$ cat src/rtl/ifu_pcgen_pkg.sv
// Shared types, widths and helpers for the instruction-fetch PC generator.
// Fetch addresses are byte addresses; instructions are 32-bit words.
package ifu_pcgen_pkg;

    localparam int INST_ADDR_W = 32;
    localparam int INST_W      = 32;

    typedef logic [INST_ADDR_W-1:0] inst_addr_t;
    typedef logic [INST_W-1:0]      inst_t;

    localparam inst_addr_t RST_PC_DEFAULT = 32'h0000_0000;

    typedef enum logic [1:0] {
        S_RST  = 2'd0,
        S_BOOT = 2'd1,
        S_RUN  = 2'd2
    } if_state_e;

    function automatic logic is_misaligned(input inst_addr_t addr);
        return addr[1:0] != 2'b00;
    endfunction

    function automatic inst_addr_t word_align(input inst_addr_t addr);
        return {addr[INST_ADDR_W-1:2], 2'b00};
    endfunction

endpackage

$ cat src/rtl/ifu_pcgen_if.sv
// Fetch-side bus between the PC generator (master) and the instruction RAM (slave).
// The RAM returns the {pc, inst} pair one cycle after a read and holds it while rd is low.
interface ifu_pcgen_if;
    import ifu_pcgen_pkg::*;

    logic       iram_busy_i;
    inst_addr_t pc_i;
    inst_t      inst_i;
    inst_addr_t pc_n_o;
    logic       iram_rd_o;

    modport master (
        input  iram_busy_i,
        input  pc_i,
        input  inst_i,
        output pc_n_o,
        output iram_rd_o
    );

    modport slave (
        output iram_busy_i,
        output pc_i,
        output inst_i,
        input  pc_n_o,
        input  iram_rd_o
    );

endinterface

$ cat src/rtl/ifu_pcgen.sv
// Instruction-fetch PC generator: boots from RST_PC, steps sequentially, honours
// stall/jump/trap redirects and qualifies the RAM's returned pair with a valid flag.
module ifu_pcgen
    import ifu_pcgen_pkg::*;
#(
    parameter inst_addr_t RST_PC    = RST_PC_DEFAULT,
    parameter bit         ALIGN_CHK = 1'b1
) (
    input  logic       clk,
    input  logic       rst,
    ifu_pcgen_if.master iram,
    input  logic       stall_i,
    input  logic       jump_i,
    input  inst_addr_t jump_addr_i,
    input  logic       trap_i,
    input  inst_addr_t trap_addr_i,
    output logic       if_valid_o,
    output inst_addr_t if_pc_o,
    output inst_t      if_inst_o,
    output logic       misalign_o
);

    if_state_e  state, state_n;
    logic       valid_r;
    logic       misalign_r;
    logic       rd;
    inst_addr_t pc_n;
    logic       run_ok;
    logic       jump_take;

    assign run_ok    = (state == S_RUN) && !iram.iram_busy_i;
    assign jump_take = run_ok && jump_i && !trap_i;

    // NOTE: state registers use non-blocking assignments so every flop samples
    // pre-edge values; combinational blocks below use blocking assignments.
    always_ff @(posedge clk) begin
        if (rst) state <= S_RST;
        else     state <= state_n;
    end

    // NOTE: every output of a combinational block gets a default first, so no
    // path through the case/if tree can leave it unassigned and infer a latch.
    always_comb begin
        state_n = state;
        case (state)
            S_RST:   if (!iram.iram_busy_i) state_n = S_BOOT;
            S_BOOT:  state_n = S_RUN;
            S_RUN:   if (iram.iram_busy_i) state_n = S_RST;
            default: state_n = S_RST;
        endcase
    end

    // Next-PC mux: trap > jump > stall > sequential. A redirect beats a stall.
    always_comb begin
        rd   = 1'b0;
        pc_n = RST_PC;
        case (state)
            S_BOOT: begin
                rd   = 1'b1;
                pc_n = RST_PC;
            end
            S_RUN: begin
                if (iram.iram_busy_i) begin
                    rd   = 1'b0;
                    pc_n = iram.pc_i;
                end else if (trap_i) begin
                    rd   = 1'b1;
                    pc_n = trap_addr_i;
                end else if (jump_i) begin
                    rd   = 1'b1;
                    pc_n = word_align(jump_addr_i);
                end else if (stall_i) begin
                    rd   = 1'b0;
                    pc_n = iram.pc_i;
                end else begin
                    rd   = 1'b1;
                    pc_n = iram.pc_i + 32'd4;
                end
            end
            default: begin
                rd   = 1'b0;
                pc_n = RST_PC;
            end
        endcase
    end

    // valid_r stays set across stalls; only reset or an iram reset hold clears it.
    always_ff @(posedge clk) begin
        if (rst) begin
            valid_r    <= 1'b0;
            misalign_r <= 1'b0;
        end else begin
            if ((state == S_RUN) && iram.iram_busy_i) valid_r <= 1'b0;
            else if (rd)                              valid_r <= 1'b1;
            misalign_r <= ALIGN_CHK && jump_take && is_misaligned(jump_addr_i);
        end
    end

    assign iram.iram_rd_o = rd;
    assign iram.pc_n_o    = pc_n;

    // The instruction presented during a redirect cycle is wrong-path.
    assign if_valid_o = valid_r && !(trap_i || jump_i);
    assign if_pc_o    = iram.pc_i;
    assign if_inst_o  = iram.inst_i;
    assign misalign_o = misalign_r;

endmodule
$ cat src/flat_wrapper.sv
// flat-port wrapper written by rule: the top's interface ports become plain ports
module ifu_pcgen_flat import ifu_pcgen_pkg::*;
#(
    parameter inst_addr_t RST_PC    = RST_PC_DEFAULT,
    parameter bit         ALIGN_CHK = 1'b1
)
  (clk, rst, stall_i, jump_i, jump_addr_i, trap_i, trap_addr_i, if_valid_o, if_pc_o, if_inst_o, misalign_o, iram_iram_busy_i, iram_pc_i, iram_inst_i, iram_pc_n_o, iram_iram_rd_o);
  ifu_pcgen_if iram_i ();
  input  logic clk;
  input  logic rst;
  input  logic stall_i;
  input  logic jump_i;
  input  inst_addr_t jump_addr_i;
  input  logic trap_i;
  input  inst_addr_t trap_addr_i;
  output logic if_valid_o;
  output inst_addr_t if_pc_o;
  output inst_t if_inst_o;
  output logic misalign_o;
  input wire logic [$bits(iram_i.iram_busy_i)-1:0] iram_iram_busy_i;
  input wire logic [$bits(iram_i.pc_i)-1:0] iram_pc_i;
  input wire logic [$bits(iram_i.inst_i)-1:0] iram_inst_i;
  output wire logic [$bits(iram_i.pc_n_o)-1:0] iram_pc_n_o;
  output wire logic [$bits(iram_i.iram_rd_o)-1:0] iram_iram_rd_o;
  assign iram_i.iram_busy_i = iram_iram_busy_i;
  assign iram_i.pc_i = iram_pc_i;
  assign iram_i.inst_i = iram_inst_i;
  assign iram_pc_n_o = iram_i.pc_n_o;
  assign iram_iram_rd_o = iram_i.iram_rd_o;
  ifu_pcgen #(.RST_PC(RST_PC), .ALIGN_CHK(ALIGN_CHK)) u_core (.clk(clk), .rst(rst), .iram(iram_i), .stall_i(stall_i), .jump_i(jump_i), .jump_addr_i(jump_addr_i), .trap_i(trap_i), .trap_addr_i(trap_addr_i), .if_valid_o(if_valid_o), .if_pc_o(if_pc_o), .if_inst_o(if_inst_o), .misalign_o(misalign_o));
endmodule
$ cat config.mk
export PLATFORM = sky130hd
export DESIGN_NAME = ifu_pcgen_flat
export DESIGN_NICKNAME = d
export VERILOG_FILES = /design/src/rtl/ifu_pcgen_pkg.sv /design/src/rtl/ifu_pcgen_if.sv /design/src/rtl/ifu_pcgen.sv /design/src/flat_wrapper.sv
export SDC_FILE = /design/constraint.sdc
export NUM_CORES = 1
export LEC_CHECK = 0
export CORE_AREA = 5 5 88 90
export DETAILED_ROUTE_END_ITERATION = 12
export DIE_AREA = 0 0 93 95
export DONT_BUFFER_PORTS = 1
export GPL_TIMING_DRIVEN = 1
export PLACE_DENSITY = 0.51
export SYNTH_ARGS = -nofsm -noshare
export SYNTH_HDL_FRONTEND = slang
export SYNTH_SLANG_ARGS = --single-unit
$ cat constraint.sdc
create_clock -name clk -period 3.12 [get_ports clk]
set_input_delay 0.624 -clock clk [delete_from_list [all_inputs] [get_ports clk]]
set_output_delay 0.624 -clock clk [all_outputs]
set_load 0.01 [all_outputs]
# Word level (Yosys, flattened, before mapping)
# Cells that the tools add are included.
[word_totals] reg_bits=4 in_bits=134 word_cells=35
[op_classes] add_sub_neg=1 n_eq_ne=4 muxes=13 n_reduce_logical=14
[ops] cell="two-way mux 32 bit" count=5
[ops] cell="adder 32 x 3 -> 32 bit (second input constant)" count=1
[ops] cell="logical AND 1 bit" count=6
[ops] cell="case mux 2 bit (3 select lines)" count=1
[ops] cell="two-way mux 1 bit" count=4
[ops] cell="two-way mux 2 bit" count=2
[ops] cell="!= test 2 bit (second input constant)" count=2
[ops] cell="zero test 1 bit" count=3
[ops] cell="equality test 2 x 1 -> 1 bit (second input constant)" count=1
[ops] cell="equality test 2 bit (second input constant)" count=1
[ops] cell="zero test 2 bit" count=1
[ops] cell="case mux 1 bit (2 select lines)" count=1
[ops] cell="AND reduction 2 bit" count=1
[ops] cell="nonzero test 2 bit" count=1
[ops] cell="OR reduction 2 bit" count=1
[ops] cell="logical OR 1 bit" count=1

# Logic depth before layout (Yosys ltp)
# Gate-level depths: netlist of the first run.
[logic_depth] word_depth=6 ltp_mapped=8 ltp_nobuf=7

# Least setup slack after synthesis of the first run
# No wires, ideal clock.
[synth_path] kind="input to output" from="in iram_pc_i[2]" to="out iram_pc_n_o[30]" arrival_time_ns=1.987 slack_ns=0.509 cell_stages=6 path_cell_list="ha_1 nand3b_4 nor4_4 nand4_1 or3_1 and3_1"
[synth_via] elab_chain_len=6
[synth_rtl] element="start: declaration" line_no="flat_wrapper.sv:21" source="input wire logic [$bits(iram_i.pc_i)-1:0] iram_pc_i;"
[synth_rtl] element="adder 32 x 3 -> 32 bit" line_no="ifu_pcgen.sv:77" source="pc_n = iram.pc_i + 32'd4;"
[synth_rtl] element="two-way mux 32 bit" line_no="ifu_pcgen.sv:72" source="end else if (stall_i) begin"
[synth_rtl] element="two-way mux 32 bit" line_no="ifu_pcgen.sv:69" source="end else if (jump_i) begin"
[synth_rtl] element="two-way mux 32 bit" line_no="ifu_pcgen.sv:66" source="end else if (trap_i) begin"
[synth_rtl] element="two-way mux 32 bit" line_no="ifu_pcgen.sv:63" source="if (iram.iram_busy_i) begin"
[synth_rtl] element="two-way mux 32 bit" line_no="ifu_pcgen.sv:57" source="case (state)"
[synth_rtl] element="end: declaration" line_no="flat_wrapper.sv:23" source="output wire logic [$bits(iram_i.pc_n_o)-1:0] iram_pc_n_o;"
# Every way passes these cells.

# Worst setup path in the final report of the first run
[layout_path] from="reg u_core.state[0]" to="out iram_pc_n_o[7]"
[layout_via] elab_chain_len=2
[layout_rtl] element="start: declaration" line_no="ifu_pcgen.sv:23" source="if_state_e state, state_n;"
[layout_rtl] element="start signal: assignment" line_no="ifu_pcgen.sv:38" source="else state <= state_n;"
[layout_rtl] element="equality test 2 bit" line_no="ifu_pcgen.sv:57"
[layout_rtl] element="two-way mux 32 bit" line_no="ifu_pcgen.sv:57"
# Every way passes these cells.

==> impl_results.md, run 1 <==
* PwrDens at roughly 220 nW/µm²
* CTS tree: done
* Antenna violations before repair at 0
* Storage element area at about 80 µm²
* IO Count at 233
* Layout cell share with drive strength beyond 1 at 9.89%
* Most common cell after layout, fill and taps aside: o21ai_0
* Sequential share of the synthesized area at 3.66%
* Count of unique library cells instantiated by Yosys at 44
* Multi-input logic area at 1460 µm²
* Crit end category: primary output
* Top_reg_cell synth: dfxtp_1
* R2R depth at 7
* Min Tclk post-route at 2.72 ns
* # nets final at a little over 400
* Crit path max-delay family: buffers and inverters
* Crit path cell chain: inv_1 -> ha_1 -> nor2b_2 -> buf_4 -> o221ai_1 -> o21ai_0 -> nand2_1 -> o21ai_0 -> buf_4
* Fillers at 792
* Synth area leaders: buf_4 22%, o21ai_0 12%, o221ai_1 8.4%
* Post-DP HPWL at 6190 µm
* Flop pwr share at 15.6%
* Clock network latency to the later pin of the worst-skew pair at roughly 0.22 ns
* Switching Share at 45.4%
* Starting Density at 31.3%
* Total CTS buffers at 3
* Global-route wire length before repair at 11800 µm
* Critical Path Start Type: flip-flop
* Crit path arrival time at 2.09 ns
* Place WS at 0.406 ns
* RR Startpoint: u_core.state[0]
* Final setup viols at 0
* Hold Fails Final Rpt at 0
* Vias in the first global route at 2186
* Clk sinks at 4
* Hold Buf Count CTS at 0
* Yosys warnings at 0
* Clock share of power at a little over a quarter
* Slew Viols, Final at 0
* H-tree depth at 1
* Int Power at 0.230 mW
* Slew headroom at a little over half
* Lkg Pwr at about 0.68 nW
* Core ar. at ~7000 µm²
* Drt pass-1 iters at 4
* Status: finished clean
* Post-synth EDFFs at 0
* Asr flop ratio synth at 0%
* DR DRC count at 0
* Worst min-delay path class: in -> reg
* Largest net degree at the start of global routing at 30
* Worst-margin pin slew at between 0.6 and 0.7 ns
* CP max FO at 29
* Setup TNS at 0 ns
* Fmax at approximately 0.37 GHz
* CTS Buffer Depth at 2
* Net load switching power at about 0.19 mW
* Syn-to-layout area delta at -13.9%
* Synth top area share at between 20% and 30%
* Die Area at 8840 µm²
* Root Buffer: clkbuf_8
* Critical path class: reg -> out
* Combinational share of power at 58.1%
* Remaining antenna violation count at 0
* CP Depth at 9
* Hold path depth at 1
* DRT iter0 DRCs at 57
* Vias at 2283
* Slowest-stage cell, CP: dfxtp_1
* # rows at 31
* Largest area contributor in the netlist: buf_4
* Gpl congestion at 0.796
* Crit path from: u_core.state[0]
* Post-synth design cell area at 2190 µm²
* FF+latch count, synth at 4
* Die W at 93 µm
* R2R setup slack at approximately 1.3 ns
* Reg2reg end: u_core.state[0]
* Hold Crit Start: rst
* # diodes at 0
* # Post-CTS Setup Buffers at 0
* Worst-path clk slew at about 0.030 ns
* Max rail drop VDD at 216 µV
* Resized cells post-CTS at 0
* Metal3 WL at 596 µm
* Routed len/inst at ~22 µm
* RSZ-0062 raised after global routing: no
* Worst setup margin at 0.404 ns
* Worst EP required at 2.50 ns
* # port buffers at 0
* Grt ovf at 0
* Met2 WL at just under 4000 µm
* Vias per Instance at 6.43
* Post-Syn Nets at 477
* Crit-path max cell delay at 0.32 ns
* Util after Layout at 27.0%
* Tcrit/Tclk final at ~87%
* Top layer in use: met4
* Total design power at 0.421 mW
* Tot GR Track Use at ~17%
* Die Y at between 90 and 100 µm
* Cells after Synth at between 300 and 400
* Most frequent cells in the layout: 52 x o21ai_0, 24 x inv_1, 22 x a21oi_1
* Hold endpoint: u_core.state[1]
* Worst Clk Skew at roughly 0.0038 ns
* Syn_area_per_cell at 6.47 µm²
* Worst Path Buf+Inv at 3
* Met1 wire length at ~3200 µm
* Drt total wl at just under 8000 µm
* Maxcap violations at 0
## Yosys cell counts (6+ instances only)
| cell | number |
|---|---|
| a31oi_1 | 11 |
| nand2_1 | 17 |
| o2bb2ai_1 | 8 |
| nand4_1 | 6 |
| a21oi_1 | 22 |
| nor3_1 | 9 |
| inv_1 | 24 |
| clkbuf_1 | 10 |
| buf_4 | 65 |
| o21ai_0 | 52 |
| o221ai_1 | 21 |
| nor2_1 | 19 |
## routing by layer
layer / vias to the layer above / GRT usage (%)
met2: 136 / 30.2
li1: 1066 / -
met3: 18 / 4.06
met4: 0 / 5.37
met5: - / 0
met1: 1063 / 19.5
## state kept, by name (all words and copies together), names as in the netlist
name and flops:
u_core.state 2, u_core.valid_r 1, u_core.misalign_o 1
## final cells by class
cell class	count	area share [%]
clock buffer	3	2.19
multi-input combinational	227	77.5
sequential	4	4.26
timing repair buffer	14	5.59
tap	82	5.45
inverter	25	4.99
## cells by family after synthesis
logic type	after synthesis	synth area share, %
compound gates	137	40.4
simple gates	83	22.5
fa+ha+maj	5	2.86
flops	4	3.66
mux	2	0.916
buf+inv	107	29.7
## worst reg2reg max path, delay by kind of cell (launching register included)
kind	cells	cell delay, ns
flip-flops	1	0.35
buffers and inverters	2	0.32
adder cells (fa/ha/maj)	1	0.27
AND/OR/NAND/NOR	2	0.22
AO/OA/AOI/OAI	1	0.26
multiplexers	1	0.25
## how the worst max path moves through the flow
stage and to:
3_5_place_dp iram_pc_n_o[30], 5_1_grt iram_pc_n_o[7], 3_3_place_gp iram_pc_n_o[30], 4_1_cts iram_pc_n_o[8], 6_report iram_pc_n_o[7], 2_1_floorplan iram_pc_n_o[30]
## stage by stage
stage                     hold WS [ns]  cell area, µm²  cells
after global routing             0.472            1880    355
after floorplan                  0.464            2190    338
after detailed placement         0.480            1840    352
final                            0.475            1880    355
after global placement           0.476            1840    352
after CTS                        0.469            1880    355
## power by group through the flow
stage | clock network [mW] | logic [mW] | registers [mW]
6_report | 0.111 | 0.244 | 0.0657
4_1_cts | 0.116 | 0.248 | 0.0657
5_1_grt | 0.117 | 0.279 | 0.0666
2_1_floorplan | 0 | 0.281 | 0.0648
3_3_place_gp | 0 | 0.241 | 0.0657
3_5_place_dp | 0 | 0.246 | 0.0663
Power figures use the tool's default switching activity.
==> inputs of run 2 (changes only) <==
--- a/config.mk
+++ b/config.mk
@@ -11,6 +11,7 @@
 export DONT_BUFFER_PORTS = 1
 export GPL_TIMING_DRIVEN = 1
 export PLACE_DENSITY = 0.51
+export REMOVE_ABC_BUFFERS = 1
 export SYNTH_ARGS = -nofsm -noshare
 export SYNTH_HDL_FRONTEND = slang
 export SYNTH_SLANG_ARGS = --single-unit
==> run 2 against run 1 <==
First-iteration DRC count is 30% higher. Largest power group unchanged. Power grew 1.9%. Clock skew shrank 0.0025 ns.
==> impl_results.md, run 2 (synthesis gave the netlist of run 1 again) <==
* Tcrit/Tclk final at 87.1% (was 87.0%)
* Resized cells post-CTS at 0 (unchanged)
* Antenna violations before repair at 0 (unchanged)
* # port buffers at 0 (unchanged)
* Worst Path Buf+Inv at 0 (was 3)
* Util after Layout at 26.7% (was 27.0%)
* Worst EP required at 2.50 ns (about the same)
* Worst min-delay path class: in -> reg (unchanged)
* Die Area at 8840 µm² (unchanged)
* Die W at 93 µm (unchanged)
* DRT iter0 DRCs at 74 (was 57)
* Gpl congestion at 0.773 (was 0.796)
* Post-DP HPWL at 6960 µm (was 6190 µm)
* Slowest-stage cell, CP: or3_1 (was dfxtp_1)
* Grt ovf at 0 (unchanged)
* PwrDens at 230 nW/µm² (was 223 nW/µm²)
* Crit path cell chain: ha_1 -> nand3b_4 -> nor4_4 -> nand4_1 -> or3_1 -> and3_1 (was inv_1 -> ha_1 -> nor2b_2 -> buf_4 -> o221ai_1 -> o21ai_0 -> nand2_1 -> o21ai_0 -> buf_4)
* Global-route wire length before repair at 12500 µm (was 11800 µm)
* Clk sinks at 4 (unchanged)
* Lkg Pwr at 0.674 nW (was 0.684 nW)
* Root Buffer: clkbuf_8 (unchanged)
* Max rail drop VDD at 255 µV (was 216 µV)
* Net load switching power at 0.198 mW (was 0.191 mW)
* Most frequent cells in the layout: 52 x o21ai_0, 24 x inv_1, 22 x a21oi_1 (unchanged)
* Min Tclk post-route at 2.72 ns (about the same)
* Largest net degree at the start of global routing at 33 (was 30)
* Total CTS buffers at 3 (unchanged)
* CP max FO at 5 (was 29)
* Layout cell share with drive strength beyond 1 at 9.23% (was 9.89%)
* Slew headroom at 58.6% (was 54.5%)
* H-tree depth at 1 (unchanged)
* Tot GR Track Use at 18.5% (was 16.8%)
* Combinational share of power at 57.7% (was 58.1%)
* Hold Buf Count CTS at 0 (unchanged)
* # diodes at 0 (unchanged)
* Core ar. at 6980 µm² (unchanged)
* Clock share of power at 27.0% (was 26.3%)
* Remaining antenna violation count at 0 (unchanged)
* # Post-CTS Setup Buffers at 0 (unchanged)
* Largest register FFs at 2 (unchanged)
* CTS tree: done (unchanged)
* RSZ-0062 raised after global routing: no (unchanged)
* Vias per Instance at 6.48 (was 6.43)
* Drt pass-1 iters at 4 (unchanged)
* # nets final at 412 (was 414)
* Most common cell after layout, fill and taps aside: o21ai_0 (unchanged)
* Clock network latency to the later pin of the worst-skew pair at 0.23 ns (was 0.22 ns)
* Status: finished clean (unchanged)
* Final setup viols at 0 (unchanged)
* Routed len/inst at 24.5 µm (was 22.3 µm)
* DR DRC count at 0 (unchanged)
* Flop pwr share at 15.3% (was 15.6%)
* Layout Cells excl Fill at 353 (was 355)
* Drt total wl at 8660 µm (was 7920 µm)
* Int Power at 0.230 mW (about the same)
* Crit path max-delay family: simple AND/OR/NAND/NOR gates (was buffers and inverters)
* Setup TNS at 0 ns (unchanged)
* Vias in the first global route at 2203 (was 2186)
* Critical path class: in -> out (was reg -> out)
* R2R setup slack at 1.38 ns (was 1.34 ns)
* CTS Buffer Depth at 2 (unchanged)
* Worst-path clk slew at 0.03 ns (about the same)
* Crit end category: primary output (unchanged)
* Most flop-heavy register: u_core.state (unchanged)
* Crit path arrival time at 2.09 ns (about the same)
* Vias at 2286 (was 2283)
* Starting Density at 31.3% (unchanged)
* # rows at 31 (unchanged)
* Worst Clk Skew at 0.00138 ns (was 0.00383 ns)
* Die Y at 95 µm (unchanged)
* Syn-to-layout area delta at -14.6% (was -13.9%)
* Maxcap violations at 0 (unchanged)
* Critical Path Start Type: input pin (was flip-flop)
* Crit-path max cell delay at 0.38 ns (was 0.32 ns)
* Switching Share at 46.3% (was 45.4%)
* IO Count at 233 (unchanged)
* Placed cell count at 350 (was 352)
* Fmax at 0.368 GHz (about the same)
* Slew Viols, Final at 0 (unchanged)
* Worst-margin pin slew at 0.622 ns (was 0.683 ns)
* Hold Fails Final Rpt at 0 (unchanged)
run 2: cell count changes in the layout (fill, tap and decap cells not counted):
cell / delta
buf_4: -2
run 2: per-stage QoR:
stage	worst slack [ns]	hold WS, ns	instance area (µm²)	total power [mW]
after floorplan	0.180	0.464	1630	0.251
after global placement	0.386	0.490	1830	0.309
after detailed placement	0.377	0.490	1830	0.315
after CTS	0.374	0.463	1870	0.434
after global routing	0.220	0.464	1870	0.467
final	0.403	0.466	1870	0.428
run 2: cell type report:
class                   count  area (µm²)
fillers                   809        5110
clock buffers               3        41.3
repair buffers             12        90.1
well taps                  82         103
inverters                  25        93.8
multi-input cells         227        1460
flip-flops and latches      4        80.1
run 2: path summary, 6_finish.rpt:
| check | from | endpoint | cells past startpoint |
|---|---|---|---|
| setup / recovery | iram_pc_i[2] | iram_pc_n_o[30] | 6 |
| hold / removal | rst | u_core.state[1] | 1 |
| setup reg to reg | u_core.state[0] | u_core.state[1] | 7 |
| hold reg to reg | u_core.valid_r | u_core.valid_r | 2 |
run 2: worst reg2reg max path: cells and delay by family (launching register included):
family                     cells  cell delay, ns
DFF                            1            0.34
buffers and inverters          2            0.29
adders and majority gates      1            0.28
AOI/OAI and AO/OA              1            0.26
and+or+nand+nor                2            0.24
muxes                          1            0.23
run 2: power groups by stage:
stage,clock [mW],combinational (mW),sequential (mW)
2_1_floorplan,0,0.186,0.0648
3_3_place_gp,0,0.243,0.0660
3_5_place_dp,0,0.249,0.0662
4_1_cts,0.118,0.251,0.0654
5_1_grt,0.120,0.280,0.0668
6_report,0.116,0.247,0.0656
run 2: layer usage:
metal,wire length [µm],share of wire (%),track usage (%),vias up
li1,-,-,-,1066
met1,3640,42,23.3,1039
met2,3790,44,27.7,172
met3,1130,13,9.80,7
met4,46,0.53,3.17,2
met5,57,0.66,6.55,-
